[config.mk]
export PLATFORM = sky130hd
export DESIGN_NAME = clock_period_meter_flat
export DESIGN_NICKNAME = d
export VERILOG_FILES = /design/src/rtl/clock_period_meter_if.sv /design/src/rtl/clock_period_meter.sv /design/src/flat_wrapper.sv
export SDC_FILE = /design/constraint.sdc
export NUM_CORES = 1
export LEC_CHECK = 0
export CAP_MARGIN = 30
export CORE_ASPECT_RATIO = 1.75
export CORE_MARGIN = 3
export CORE_UTILIZATION = 50
export CTS_CLUSTER_SIZE = 10
export DETAILED_ROUTE_END_ITERATION = 8
export MAX_ROUTING_LAYER = met4
export PLACE_DENSITY_LB_ADDON = 0.15
export SLEW_MARGIN = 25
export SYNTH_ARGS = -nofsm -noshare
export SYNTH_HDL_FRONTEND = slang
export SYNTH_SLANG_ARGS = --single-unit
[constraint.sdc]
create_clock -name i_clk -period 2.1 [get_ports i_clk]
set_input_delay 0.315 -clock i_clk [delete_from_list [all_inputs] [get_ports i_clk]]
set_output_delay 0.315 -clock i_clk [all_outputs]
set_load 0.05 [all_outputs]
[src/rtl/clock_period_meter_if.sv]
// Signal bundle between the period meter and its consumer: enable and the measured
// input go in, measurement results come out. The in_range line exists only with PERIOD_CHECK_EN.
interface clock_period_meter_if #(
    parameter int CNT_W = 32
);
    logic             enable;
    logic             clk_in;
    logic [CNT_W-1:0] period;
    logic [CNT_W-1:0] high_time;
    logic             valid;
    logic             locked;
    logic             timeout;
`ifdef PERIOD_CHECK_EN
    logic             in_range;

    modport master (
        output enable, clk_in,
        input  period, high_time, valid, locked, timeout, in_range
    );
    modport slave (
        input  enable, clk_in,
        output period, high_time, valid, locked, timeout, in_range
    );
`else
    modport master (
        output enable, clk_in,
        input  period, high_time, valid, locked, timeout
    );
    modport slave (
        input  enable, clk_in,
        output period, high_time, valid, locked, timeout
    );
`endif
endinterface

[src/rtl/clock_period_meter.sv]
// Measures period and high time of a slow asynchronous square wave in i_clk cycles and flags loss.
// Optional macro PERIOD_CHECK_EN adds an in_range flag comparing each period against EXP_PERIOD +/- TOL.
module clock_period_meter #(
    parameter int CNT_W       = 32,
    parameter int TIMEOUT     = 200_000_000,
    parameter int SYNC_STAGES = 2
`ifdef PERIOD_CHECK_EN
    ,
    parameter int EXP_PERIOD  = 100_000_000,
    parameter int TOL         = 1000
`endif
) (
    input  logic                 i_clk,
    input  logic                 reset_n,
    clock_period_meter_if.slave  bus
);
    localparam logic [1:0] IDLE    = 2'd0;
    localparam logic [1:0] ARM     = 2'd1;
    localparam logic [1:0] MEASURE = 2'd2;

    localparam logic [CNT_W-1:0] C_LAST = CNT_W'(TIMEOUT - 1);

    logic [SYNC_STAGES-1:0] r_sync;
    logic                   r_prev;
    logic [1:0]             r_state;
    logic [CNT_W-1:0]       r_cnt;
    logic [CNT_W-1:0]       r_hcnt;
    logic [CNT_W-1:0]       r_period;
    logic [CNT_W-1:0]       r_high_time;
    logic                   r_valid;
    logic                   r_locked;
    logic                   r_timeout;

    logic                   w_lvl;
    logic                   w_rise;
    logic                   w_last;
    logic [CNT_W-1:0]       w_period_new;
    logic [CNT_W-1:0]       w_high_new;

    assign w_lvl        = r_sync[SYNC_STAGES-1];
    assign w_rise       = w_lvl & ~r_prev;
    assign w_last       = (r_cnt == C_LAST);
    assign w_period_new = r_cnt + CNT_W'(1);
    assign w_high_new   = r_hcnt + CNT_W'(w_lvl);

`ifdef PERIOD_CHECK_EN
    localparam logic [CNT_W-1:0] C_EXP = CNT_W'(EXP_PERIOD);

    logic                   r_in_range;
    logic signed [CNT_W:0]  w_diff;
    logic [CNT_W:0]         w_abs;
    logic                   w_in_range;

    // One extra bit keeps the signed difference exact for any pair of CNT_W-bit values.
    assign w_diff     = $signed({1'b0, w_period_new}) - $signed({1'b0, C_EXP});
    assign w_abs      = w_diff[CNT_W] ? $unsigned(-w_diff) : $unsigned(w_diff);
    assign w_in_range = (w_abs <= (CNT_W+1)'(TOL));
    assign bus.in_range = r_in_range;
`endif

    always_ff @(posedge i_clk or negedge reset_n) begin
        if (!reset_n) begin
            r_sync <= '0;
            r_prev <= 1'b0;
        end else begin
            r_sync <= {r_sync[SYNC_STAGES-2:0], bus.clk_in};
            r_prev <= w_lvl;
        end
    end

    always_ff @(posedge i_clk or negedge reset_n) begin
        if (!reset_n) begin
            r_state     <= IDLE;
            r_cnt       <= '0;
            r_hcnt      <= '0;
            r_period    <= '0;
            r_high_time <= '0;
            r_valid     <= 1'b0;
            r_locked    <= 1'b0;
            r_timeout   <= 1'b0;
`ifdef PERIOD_CHECK_EN
            r_in_range  <= 1'b0;
`endif
        end else begin
            r_valid   <= 1'b0;
            r_timeout <= 1'b0;
            if (!bus.enable) begin
                // Disabling drops lock silently; the last measurement stays visible.
                r_state  <= IDLE;
                r_locked <= 1'b0;
                r_cnt    <= '0;
                r_hcnt   <= '0;
`ifdef PERIOD_CHECK_EN
                r_in_range <= 1'b0;
`endif
            end else begin
                case (r_state)
                    IDLE: begin
                        r_cnt   <= '0;
                        r_hcnt  <= '0;
                        r_state <= ARM;
                    end
                    ARM: begin
                        if (w_rise) begin
                            r_cnt   <= '0;
                            r_hcnt  <= '0;
                            r_state <= MEASURE;
                        end else if (w_last) begin
                            r_timeout <= 1'b1;
                            r_cnt     <= '0;
`ifdef PERIOD_CHECK_EN
                            r_in_range <= 1'b0;
`endif
                        end else begin
                            r_cnt <= r_cnt + CNT_W'(1);
                        end
                    end
                    MEASURE: begin
                        // An edge landing on the threshold cycle still completes the measurement.
                        if (w_rise) begin
                            r_period    <= w_period_new;
                            r_high_time <= w_high_new;
                            r_valid     <= 1'b1;
                            r_locked    <= 1'b1;
                            r_cnt       <= '0;
                            r_hcnt      <= '0;
`ifdef PERIOD_CHECK_EN
                            r_in_range  <= w_in_range;
`endif
                        end else if (w_last) begin
                            r_timeout <= 1'b1;
                            r_locked  <= 1'b0;
                            r_cnt     <= '0;
                            r_hcnt    <= '0;
                            r_state   <= ARM;
`ifdef PERIOD_CHECK_EN
                            r_in_range <= 1'b0;
`endif
                        end else begin
                            r_cnt  <= w_period_new;
                            r_hcnt <= w_high_new;
                        end
                    end
                    default: begin
                        r_state <= IDLE;
                        r_cnt   <= '0;
                        r_hcnt  <= '0;
                    end
                endcase
            end
        end
    end

    assign bus.period    = r_period;
    assign bus.high_time = r_high_time;
    assign bus.valid     = r_valid;
    assign bus.locked    = r_locked;
    assign bus.timeout   = r_timeout;
endmodule

[src/flat_wrapper.sv]
// flat-port wrapper written by rule: the top's interface ports become plain ports
module clock_period_meter_flat 
#(
    parameter int CNT_W       = 32,
    parameter int TIMEOUT     = 200_000_000,
    parameter int SYNC_STAGES = 2

)
  (i_clk, reset_n, bus_enable, bus_clk_in, bus_period, bus_high_time, bus_valid, bus_locked, bus_timeout);
  clock_period_meter_if #(.CNT_W(CNT_W)) bus_i ();
  input  logic i_clk;
  input  logic reset_n;
  input wire logic [$bits(bus_i.enable)-1:0] bus_enable;
  input wire logic [$bits(bus_i.clk_in)-1:0] bus_clk_in;
  output wire logic [$bits(bus_i.period)-1:0] bus_period;
  output wire logic [$bits(bus_i.high_time)-1:0] bus_high_time;
  output wire logic [$bits(bus_i.valid)-1:0] bus_valid;
  output wire logic [$bits(bus_i.locked)-1:0] bus_locked;
  output wire logic [$bits(bus_i.timeout)-1:0] bus_timeout;
  assign bus_i.enable = bus_enable;
  assign bus_i.clk_in = bus_clk_in;
  assign bus_period = bus_i.period;
  assign bus_high_time = bus_i.high_time;
  assign bus_valid = bus_i.valid;
  assign bus_locked = bus_i.locked;
  assign bus_timeout = bus_i.timeout;
  clock_period_meter #(.CNT_W(CNT_W), .TIMEOUT(TIMEOUT), .SYNC_STAGES(SYNC_STAGES)) u_core (.i_clk(i_clk), .reset_n(reset_n), .bus(bus_i));
endmodule
==> After elaboration in Yosys (flattened, before gate mapping) <==
Cells that the tools add are included.
{ "word_totals": {"reg_bits": 136, "output_inout_bits": 67, "elab_cells": 52} }
{ "op_classes": {"n_addsub": 2, "n_eq_ne": 8, "mux": 25, "bitwise": 2, "reduce_logical": 5} }
{ "ops": {"columns": ["operator", "n"], "rows": [
  ["2-to-1 mux 32 bit", 8],
  ["one-hot mux 32 bit (2 select lines)", 1],
  ["adder 32 x 1 -> 32 bit", 1],
  ["adder 32 x 1 -> 32 bit (second input constant)", 1],
  ["== test 32 x 28 -> 1 bit (second input constant)", 1],
  ["2-to-1 mux 1 bit", 11],
  ["2-to-1 mux 2 bit", 4],
  ["inequality test 3 x 2 -> 1 bit (second input constant)", 2],
  ["one-hot mux 2 bit (3 select lines)", 1],
  ["AND reduction 3 bit", 2],
  ["inequality test 3 x 1 -> 1 bit (second input constant)", 1],
  ["inequality test 3 bit (second input constant)", 1],
  ["== test 2 x 1 -> 1 bit (second input constant)", 1],
  ["== test 2 bit (second input constant)", 1],
  ["zero test 2 bit", 1],
  ["inequality test 2 x 1 -> 1 bit (second input constant)", 1],
  ["AND reduction 2 bit", 1],
  ["OR reduction 2 bit", 1],
  ["AND 1 bit", 1],
  ["NOT 1 bit", 1]
]} }

==> Logic depth before layout (Yosys ltp) <==
Gate-level depths: netlist (run 1).
{ "depth": {"depth_word": 5, "depth_mapped": 8, "depth_no_buf": 6} }

==> Worst setup path before layout (run 1) <==
No wires, ideal clock.
{ "synth_timing": {"path_type": "reg-to-reg", "startpoint": "register u_core.r_cnt[0]", "endpoint": "register u_core.r_period[24], in the netlist u_core.bus.period[24]", "setup_ns": 0.127, "t_arrival_ns": 1.816, "t_required_ns": 1.973, "setup_slack_ns": 0.157, "path_stages_with_launch": 8, "path_buffers": 1, "path_cell_list": "dfrtp_1 > ha_1 > nand2_1 > or4_1 > buf_2 > nor4_4 > xnor2_1 > o21ai_1"} }
{ "synth_between": {"elab_chain_cells": 1} }
{ "synth_lines": {"columns": ["item", "line_no", "source"], "rows": [
  ["start, declared", "clock_period_meter.sv:26", "logic [CNT_W-1:0] r_cnt;"],
  ["start signal, assigned", "clock_period_meter.sv:115", "r_cnt <= r_cnt + CNT_W'(1);"],
  ["start signal, assigned", "clock_period_meter.sv:140", "r_cnt <= w_period_new;"],
  ["adder 32 x 1 -> 32 bit", "clock_period_meter.sv:43", "assign w_period_new = r_cnt + CNT_W'(1);"],
  ["end signal, assigned", "clock_period_meter.sv:121", "r_period <= w_period_new;"],
  ["end, declared", "clock_period_meter.sv:28", "logic [CNT_W-1:0] r_period;"]
]} }
Every way passes these cells.
A chain may end at the register's enable or synchronous reset.

==> Final worst setup path (run 1) <==
{ "layout_timing": {"startpoint": "register u_core.r_cnt[12]", "endpoint": "register u_core.r_hcnt[4]"} }
{ "layout_between": {"elab_chain_cells": 5} }
{ "layout_lines": {"columns": ["item", "line_no", "source"], "rows": [
  ["== test 32 x 28 -> 1 bit", "clock_period_meter.sv:42", "assign w_last = (r_cnt == C_LAST);"],
  ["2-to-1 mux 32 bit", "clock_period_meter.sv:130", "end else if (w_last) begin"],
  ["2-to-1 mux 32 bit", "clock_period_meter.sv:120", "if (w_rise) begin"],
  ["one-hot mux 32 bit (2 select lines)", "clock_period_meter.sv:97", "case (r_state)"],
  ["2-to-1 mux 32 bit", "clock_period_meter.sv:87", "if (!bus.enable) begin"],
  ["end signal, assigned", "clock_period_meter.sv:141", "r_hcnt <= w_high_new;"],
  ["end, declared", "clock_period_meter.sv:27", "logic [CNT_W-1:0] r_hcnt;"]
]} }
Every way passes these cells.

==> flow_metrics.tcl, run 1 <==
set metrics [dict create \
    status "complete, no violations" \
    min_path_type "input pin to flop" \
    grt_max_degree 62 \
    synthCells 685 \
    vias 5641 \
    grt_pass1_vias 5699 \
    whs_endpoint "u_core.r_sync[0]" \
    drive_gt1_share_pct 17.1 \
    cp_max_fo 22 \
    critPathLaunchType "flop" \
    io_pins 71 \
    syn_to_final_growth_pct 31.4 \
    wire_per_inst_um 17.2 \
    peakVddDrop_v 0.000504 \
    drc 0 \
    regArea_mm2 0.00341 \
    min_period_ns 2.05 \
    ys_seq_area_share_pct 52.0 \
    clock_path_buffers 2 \
    grt_pass1_wl_mm 27.6 \
    worst_slack_ns 0.0486 \
    dp_hpwl_mm 11.8 \
    wl_mm 16.8 \
    worstSkewPairLatency_ns 0.42 \
    dr.first_iter.drc_count 367 \
    multi_input_area_mm2 0.00299 \
    critical_path_required_ns 2.37 \
    dp_cells 935 \
    end_kind "flop" \
    synth_flop_cell "dfrtp_1" \
    cts_sinks 136 \
    synth_edf_count 0 \
    gp_congestion 0.900 \
    hold_viol 0 \
    ys.warnings.count 0 \
    cp_data_arrival_time_ns 2.32 \
    hold_depth 1 \
    n_antenna_cell 0 \
    p_per_area_mw_per_mm2 706 \
    dieArea_mm2 0.0146 \
    skew_ns 0.00977 \
    fmax_ghz 0.487 \
    maxCapViolations 0 \
    p_total_mw 6.07 \
    ant_nets 0 \
    initial_utilization_pct 51.8 \
    syn_nets 694 \
    rows 54 \
    place_ws_ns -0.0183 \
    grt_use_total_pct 24.7 \
    portBuffers 70 \
    tightest_slew_ns 0.569 \
    fin_cells 974 \
    htree_levels 4 \
    r2r-start "u_core.r_cnt[12]" \
    r2r-end "u_core.r_hcnt[4]" \
    fin_crit_sh_pct 97.7 \
    antenna_found_initial 0 \
    netlist_area_mm2 0.00655 \
    async_flop_share_pct 100 \
    yosysUniqueCellTypes 43 \
    crit_type "flop to flop" \
    relSlewSlack_pct 62.0 \
    setup_viol 0 \
    cts_buffers 17 \
    drv_slew 0 \
    rsz0062_at_grt "yes" \
    n_fill_cell 987 \
    r2r_cells 7 \
    first_pass_iters 5 \
    synth-seq-cells 136 \
    clk_pin_slew_ns 0.06 \
    viasPerCell 5.79 \
    min_from "bus_clk_in" \
    avgSynthCellArea_um2 9.56 \
    die_width_um 92.5 \
    fin_nets 802 \
    core_mm2 0.0126 \
    reg2reg_slack_ns 0.05 \
    overflow 0 \
    cts_root_buf "clkbuf_16" \
    die_y_um 157 \
    p_leak_nw 3.56 \
    cts_tree "yes" \
]
how the worst max path moves through the flow:
stage | slack, ns | end | startpoint | cells after the start
6_report | 0.05 | u_core.r_hcnt[4] | u_core.r_cnt[12] | 7
5_1_grt | -0.006 | u_core.r_hcnt[24] | u_core.r_hcnt[19] | 6
2_1_floorplan | 0.16 | u_core.bus.period[24] | u_core.r_cnt[0] | 7
4_1_cts | 0.02 | u_core.bus.period[26] | u_core.r_cnt[1] | 7
3_5_place_dp | -0.02 | u_core.bus.period[28] | u_core.r_cnt[0] | 7
3_3_place_gp | 0.002 | u_core.bus.period[28] | u_core.r_cnt[0] | 7
flip-flops by register name, summed over array words and instances, names as in the netlist:
register	cells
u_core.bus.locked	1
u_core.r_sync	2
u_core.r_hcnt	32
u_core.r_cnt	32
u_core.bus.period	32
u_core.r_prev	1
u_core.bus.high_time	32
u_core.bus.timeout	1
u_core.bus.valid	1
u_core.r_state	2
critical path: stages, from the launching register on:
cell     delay (ns)
dfrtp_1        0.39
nor4_2         0.28
buf_4          0.16
nand3_1        0.10
or3_4          0.39
buf_4          0.23
a41oi_1        0.26
a31oi_1        0.10
kinds of logic after synthesis:
logic type | count (synthesis) | share of synthesized area (%)
fa+ha+maj | 5 | 0.955
simple gates | 287 | 22.7
flops | 136 | 52.0
mux | 5 | 0.783
buf+inv | 64 | 4.11
xor+xnor | 57 | 7.62
compound gates | 131 | 11.8
per-stage QoR:
stage	cell area, µm²	util, %	TNS [ns]	hold slack, ns
floorplan	6550	-	0	0.0194
global placement	7810	61.8	0	0.335
detailed placement	7810	61.8	-0.0183	0.340
CTS	8470	67.0	0	0.335
global route	8600	68.1	-0.00965	0.336
finish	8600	68.1	0	0.344
layout make-up:
class	instances	area share, %
Clock buffer	18	4.99
Clock inverter	14	2.28
Inverter	18	0.785
Multi-Input combinational cell	485	34.7
Sequential cell	136	39.7
Tap cell	168	2.44
Timing Repair Buffer	135	15.1
what timing repair did:
action | CTS | global route
endpoints found under the setup margin | 3 | 37
endpoints found under the hold margin | 38 | 0
pin swaps | 0 | 4
hold buffers | 1 | 0
buffers inserted | 2 | 4
gates resized for setup | 1 | 25
cells in the mapped netlist, types with 4 or more instances:
cell	number	area [µm²]
a41oi_1	9	78.8
mux2i_1	4	40.0
ha_1	5	62.6
dfrtp_1	136	3400
a21oi_1	6	30.0
nand2_1	94	353
buf_2	17	85.1
nor2_1	56	210
o21ai_1	8	40.0
or3b_2	9	78.8
xnor2_1	42	368
nor3_1	12	60.1
a31oi_1	45	282
clkbuf_1	27	101
inv_1	18	67.6
o21ai_0	54	270
and4_1	5	43.8
and3_1	22	138
xor2_1	15	131
nor3_2	4	40.0
nor4_1	6	37.5
nand3_1	39	195
nand4_1	21	131
cell usage in the layout (no fill, tap or decap), types with 4 or more instances in the layout:
master           netlist  layout
a41oi_1                9       9
o21ai_0               54      54
a31oi_1               45      45
o21ai_1                8       8
nor3_1                12       8
dfrtp_2                0       7
or3b_2                 9       9
mux2i_1                4       4
clkbuf_16              0      17
bufinv_16              0       4
nor4_2                 3       4
xnor2_2                0       4
xnor2_1               42      38
nor4_4                 3       4
nand2_1               94      94
and3_1                22      22
clkdlybuf4s50_1        0      69
buf_4                  0      54
nor2_1                56      56
dfrtp_1              136     129
xor2_1                15      15
nor3_2                 4       6
nand3_1               39      38
a21oi_1                6       6
nand4_1               21      21
ha_1                   5       4
buf_12                 0       8
nor4_1                 6       4
and4_1                 5       5
inv_1                 18      18
layer usage:
layer  part of all wire (%)  vias to the layer above  GRT usage, %
met4                    4.6                        0          12.5
li1                       -                     2642             -
met5                      0                        -             -
met1                     36                     2743          26.0
met3                    4.6                       65          4.16
met2                     55                      191          44.0
power breakdown:
group	internal [mW]	total, mW	switching (mW)	leakage (nW)
clock	2.00	3.16	1.16	0.297
combinational	0.0881	0.262	0.174	1.38
sequential	2.64	2.65	0.0129	1.88
total	4.72	6.07	1.35	3.56
No activity file was read; power rests on OpenSTA's default activity.
==> inputs of run 2 (changes only) <==
==> constraint.sdc (replaced) <==
create_clock -name i_clk -period 2.1 [get_ports i_clk]
set_input_delay 0.21 -clock i_clk [delete_from_list [all_inputs] [get_ports i_clk]]
set_output_delay 0.21 -clock i_clk [all_outputs]
set_load 0.05 [all_outputs]
==> run 2 against run 1 <==
Sequential power hardly changed; sequential cell count did not move; cell count shrank 0.92%; clock power is 20% higher; non-clock buffer count decreased by 9; final area increased by 0.25%; register-to-register slack hardly changed; global-route usage is 0.27 points lower; largest power group unchanged.
==> flow_metrics.tcl, run 2 (synthesis gave the netlist of run 1 again) <==
set metrics [dict create \
    status "complete, no violations" \
    hold_viol 0 \
    cts_buffers 17 \
    multi_input_area_mm2 0.00298 \
    min_period_ns 2.04 \
    rsz0062_at_grt "yes" \
    setup_viol 0 \
    die_y_um 157 \
    cts_root_buf "clkbuf_16" \
    initial_utilization_pct 51.8 \
    placed_area_mm2 0.00775 \
    r2r-end "u_core.r_state[0]" \
    cp_data_arrival_time_ns 2.38 \
    fin_nets 793 \
    rows 54 \
    wire_per_inst_um 17.1 \
    skew_ns 0.00819 \
    crit_top_cell "buf_4" \
    regArea_mm2 0.00340 \
    crit_type "flop to flop" \
    dr.first_iter.drc_count 316 \
    clock_path_buffers 2 \
    io_pins 71 \
    layout_common_cells "dfrtp_1, nand2_1, clkdlybuf4s50_1" \
    grt_use_total_pct 24.4 \
    path_cells "ha_1 > buf_4 > nand4_1 > buf_4 > o41a_1 > or3_1 > a21oi_2" \
    min_path_type "input pin to async pin" \
    layout_commonest_cell "dfrtp_1" \
    r2r_cells 7 \
    cp_max_fo 4 \
    maxCapViolations 0 \
    ant_nets 0 \
    fmax_ghz 0.489 \
    die_width_um 92.5 \
    grt_max_degree 77 \
    drc 0 \
    grt_pass1_vias 5814 \
    critPathLaunchType "flop" \
    relSlewSlack_pct 65.6 \
    drive_gt1_share_pct 15.8 \
    n_antenna_cell 0 \
    core_mm2 0.0126 \
    critical_path_required_ns 2.43 \
    dieArea_mm2 0.0146 \
    worstSkewPairLatency_ns 0.41 \
    dp_hpwl_mm 11.4 \
    overflow 0 \
    viasPerCell 5.74 \
    vias 5541 \
    htree_levels 4 \
    slowest_delay_ns 0.43 \
    first_pass_iters 5 \
    design_area_mm2 0.00863 \
    fin_crit_sh_pct 97.4 \
    n_fill_cell 975 \
    grt_pass1_wl_mm 27.4 \
    p_total_mw 6.70 \
    drv_slew 0 \
    portBuffers 70 \
    dp_cells 930 \
    peakVddDrop_v 0.000554 \
    cts_tree "yes" \
    fin_cells 965 \
    gp_congestion 0.896 \
    syn_to_final_growth_pct 31.7 \
    tightest_slew_ns 0.514 \
    clk_pin_slew_ns 0.06 \
    wl_mm 16.5 \
    p_leak_nw 3.52 \
    cts_sinks 136 \
    crit_buf_inv 2 \
    antenna_found_initial 0 \
    cpMaxStageDelayCell "o41a_1" \
    r2r-start "u_core.r_cnt[1]" \
    end_kind "flop" \
    cp_top_family "compound AO/OA/AOI/OAI gates" \
    p_per_area_mw_per_mm2 777 \
    reg2reg_slack_ns 0.06 \
]
==> run 2: changes by cell type in the layout (fill, tap and decap cells not counted), sizes merged <==
cell | before | now
buf | 65 | 56
bufinv | 4 | 9
clkbuf | 18 | 21
clkinv | 4 | 1
clkinvlp | 3 | 0
inv | 21 | 19
==> run 2: cell type report <==
| class | instances | share of cell area (%) |
|---|---|---|
| repair buffers | 126 | 14.0 |
| well taps | 168 | 2.44 |
| flip-flops and latches | 136 | 39.5 |
| clock buffers | 21 | 5.45 |
| inverters | 18 | 0.783 |
| clock inverters | 11 | 3.34 |
| multi-input cells | 485 | 34.6 |
==> run 2: worst max path at each step <==
stage                                 from                     to  slack, ns  cells past startpoint
after detailed placement   u_core.r_cnt[1]  u_core.bus.period[28]       0.01                      7
final                      u_core.r_cnt[1]      u_core.r_state[0]       0.06                      7
after global routing      u_core.r_sync[1]      u_core.r_hcnt[28]      -0.01                      8
after CTS                  u_core.r_cnt[2]      u_core.r_state[0]      0.006                      6
after floorplan            u_core.r_cnt[0]  u_core.bus.period[24]       0.16                      7
after global placement     u_core.r_cnt[1]  u_core.bus.period[28]       0.05                      7
==> run 2: power by group <==
part           total (mW)  internal (mW)  switching (mW)
registers            2.65           2.64          0.0132
clock network        3.80           2.69            1.11
logic               0.250         0.0769           0.174
total                6.70           5.41            1.29
==> run 2: repair_timing <==
action,in CTS,in global routing
hold buffers,1,0
hold endpoints to repair,23,0
resized for setup,2,19
pin swaps,1,2
buffers inserted,0,2
setup endpoints to repair,2,33
==> run 2: worst reg2reg max path, delay by kind of cell, from the launching register on <==
family	cells	cell delay, ns
AND/OR/NAND/NOR	2	0.51
AO/OA/AOI/OAI	2	0.59
buffers and inverters	2	0.32
flip-flops	1	0.38
adder cells (fa/ha/maj)	1	0.18
==> run 2: layer usage <==
layer	up-vias	GRT usage, %	wire length (µm)
met4	0	15.8	781
met2	187	42.2	8920
li1	2621	-	-
met5	-	-	0
met1	2682	25.8	6050
met3	51	3.49	764
==> run 2: metrics by stage <==
step	setup TNS [ns]	hold slack (ns)	setup WS [ns]	utilization, %
detailed placement	0	0.149	0.00989	61.3
floorplan	0	-0.0856	0.157	-
CTS	0	0.245	0.00556	67.5
global route	-0.0227	0.250	-0.0131	68.3
finish	0	0.250	0.0556	68.3
global placement	0	0.141	0.0536	61.3
==> inputs of run 3 (changes only) <==
--- a/config.mk
+++ b/config.mk
@@ -5,9 +5,9 @@
 export SDC_FILE = /design/constraint.sdc
 export NUM_CORES = 1
 export LEC_CHECK = 0
+export ABC_AREA = 0
 export CAP_MARGIN = 30
 export CORE_ASPECT_RATIO = 1.75
-export CORE_MARGIN = 3
 export CORE_UTILIZATION = 50
 export CTS_CLUSTER_SIZE = 10
 export DETAILED_ROUTE_END_ITERATION = 8
==> run 3 against run 2 <==
Global-route usage is 2.5 points higher; combinational power about the same; critical path depth unchanged; non-clock buffer count fell by 1; sequential cell count unchanged; clock skew increased by 0.0010 ns; worst hold slack got worse by 0.0064 ns; die area down 6.8%; wire length increased by 0.64%; sequential power barely moved; critical endpoint is now u_core.bus.period[24].
==> flow_metrics.tcl, run 3 (synthesis gave the netlist of run 1 again) <==
set metrics [dict create \
    status "complete, no violations" \
    crit_type "flop to flop" \
    dp_hpwl_mm 11.5 \
    top_layer "met4" \
    io_pins 71 \
    cts_sinks 136 \
    drc 0 \
    layout_commonest_cell "dfrtp_1" \
    r2r_cells 7 \
    core_mm2 0.0129 \
    grt_pass1_vias 5752 \
    met1_length_mm 6.19 \
    portBuffers 70 \
    peakVddDrop_v 0.000593 \
    hold_depth 1 \
    path_depth 7 \
    critical_path_required_ns 2.40 \
    critPathLaunchType "flop" \
    gp_congestion 0.939 \
    antenna_found_initial 0 \
    vias 5566 \
    dieArea_mm2 0.0136 \
    hold_viol 0 \
    die_y_um 153 \
    cts_root_buf "clkbuf_16" \
    relSlewSlack_pct 64.2 \
    fin_cells 968 \
    cp_data_arrival_time_ns 2.38 \
    wl_mm 16.6 \
    cp_max_fo 9 \
    fmax_ghz 0.479 \
    slowest_delay_ns 0.56 \
    drive_gt1_share_pct 15.3 \
    cp_top_family "simple AND/OR/NAND/NOR gates" \
    tightest_slew_ns 0.537 \
    cpMaxStageDelayCell "or4_1" \
    syn_to_final_growth_pct 28.7 \
    grt_use_total_pct 26.9 \
    drv_slew 0 \
    p_per_area_mw_per_mm2 691 \
    layout_common_cells "dfrtp_1, nand2_1, clkdlybuf4s50_1" \
    min_path_type "input pin to flop" \
    met3_wirelength_um 608 \
    grt_pass1_wl_mm 27.2 \
    regArea_mm2 0.00341 \
    viasPerCell 5.75 \
    min_period_ns 2.09 \
    rows 55 \
    cts_buffers 17 \
    overflow 0 \
    crit_buf_inv 1 \
    die_width_um 88.5 \
    path_cells "ha_4 > nand2_1 > or4_1 > buf_6 > nor4_4 > xnor2_2 > o21ai_1" \
    wl_met2_mm 9.03 \
    grt_max_degree 85 \
    clock_path_buffers 2 \
    maxCapViolations 0 \
    worstSkewPairLatency_ns 0.42 \
    multi_input_area_mm2 0.00297 \
    fin_nets 792 \
    end_kind "flop" \
    htree_levels 4 \
    ant_nets 0 \
    wire_per_inst_um 17.2 \
    dp_cells 929 \
    n_fill_cell 1070 \
    first_pass_iters 5 \
    postLayoutCoreUtil_pct 65.5 \
    dr.first_iter.drc_count 310 \
    p_leak_nw 3.44 \
    cts_tree "yes" \
    initial_utilization_pct 50.9 \
    fin_crit_sh_pct 99.4 \
    setup_viol 0 \
    skew_ns 0.00924 \
    clk_pin_slew_ns 0.06 \
]
==> run 3: cell type report <==
type	count	share of cell area [%]
sequential	136	40.4
clock inverter	14	1.77
timing repair buffer	125	14.1
tap	171	2.54
multi-input combinational	485	35.2
antenna	1	0.0297
clock buffer	18	5.09
inverter	18	0.801
==> run 3: metrics by stage <==
step	worst slack, ns	hold WS (ns)	setup TNS, ns	cell area (µm²)	total power [mW]
6_report	0.0120	0.243	0	8430	5.82
5_1_grt	-0.0985	0.231	-0.294	8430	5.99
4_1_cts	0.00553	0.236	0	8310	5.86
3_5_place_dp	-0.000220	0.230	-0.000220	7720	2.95
3_3_place_gp	0.0980	0.216	0	7720	2.94
2_1_floorplan	0.157	-0.0856	0	6550	2.81
==> run 3: repair_timing <==
action | CTS | global route
setup buffers | 0 | 5
endpoints found under the setup margin | 1 | 30
hold buffers | 1 | 0
pin swaps | 0 | 5
gates resized for setup | 1 | 18
endpoints found under the hold margin | 35 | 0
==> run 3: metal layers <==
metal	GRT usage [%]	vias to the layer above
met5	-	-
met4	16.6	0
met3	4.75	63
met2	46.0	171
met1	27.6	2712
li1	-	2620
==> run 3: where the power goes <==
part	total, mW	internal [mW]	switching, mW	leakage, nW
clock network	2.92	1.76	1.17	0.285
logic	0.249	0.0751	0.174	1.27
registers	2.65	2.64	0.0133	1.89
==> run 3: final timing paths <==
path / startpoint / endpoint / slack [ns]
min: bus_clk_in / u_core.r_sync[0] / 0.24
max in group asynchronous: reset_n / u_core.bus.period[18] / 1.08
max: u_core.r_cnt[1] / u_core.bus.period[24] / 0.01
max reg2reg: u_core.r_cnt[1] / u_core.bus.period[24] / 0.01
min in group asynchronous: reset_n / u_core.bus.period[27] / 0.33
min reg2reg: u_core.r_sync[0] / u_core.r_sync[1] / 0.36
==> run 3: worst register-to-register path, cell delays in order (launching register included) <==
cell     delay [ns]
dfrtp_1        0.40
ha_4           0.17
nand2_1        0.07
or4_1          0.56
buf_6          0.18
nor4_4         0.34
xnor2_2        0.16
o21ai_1        0.09
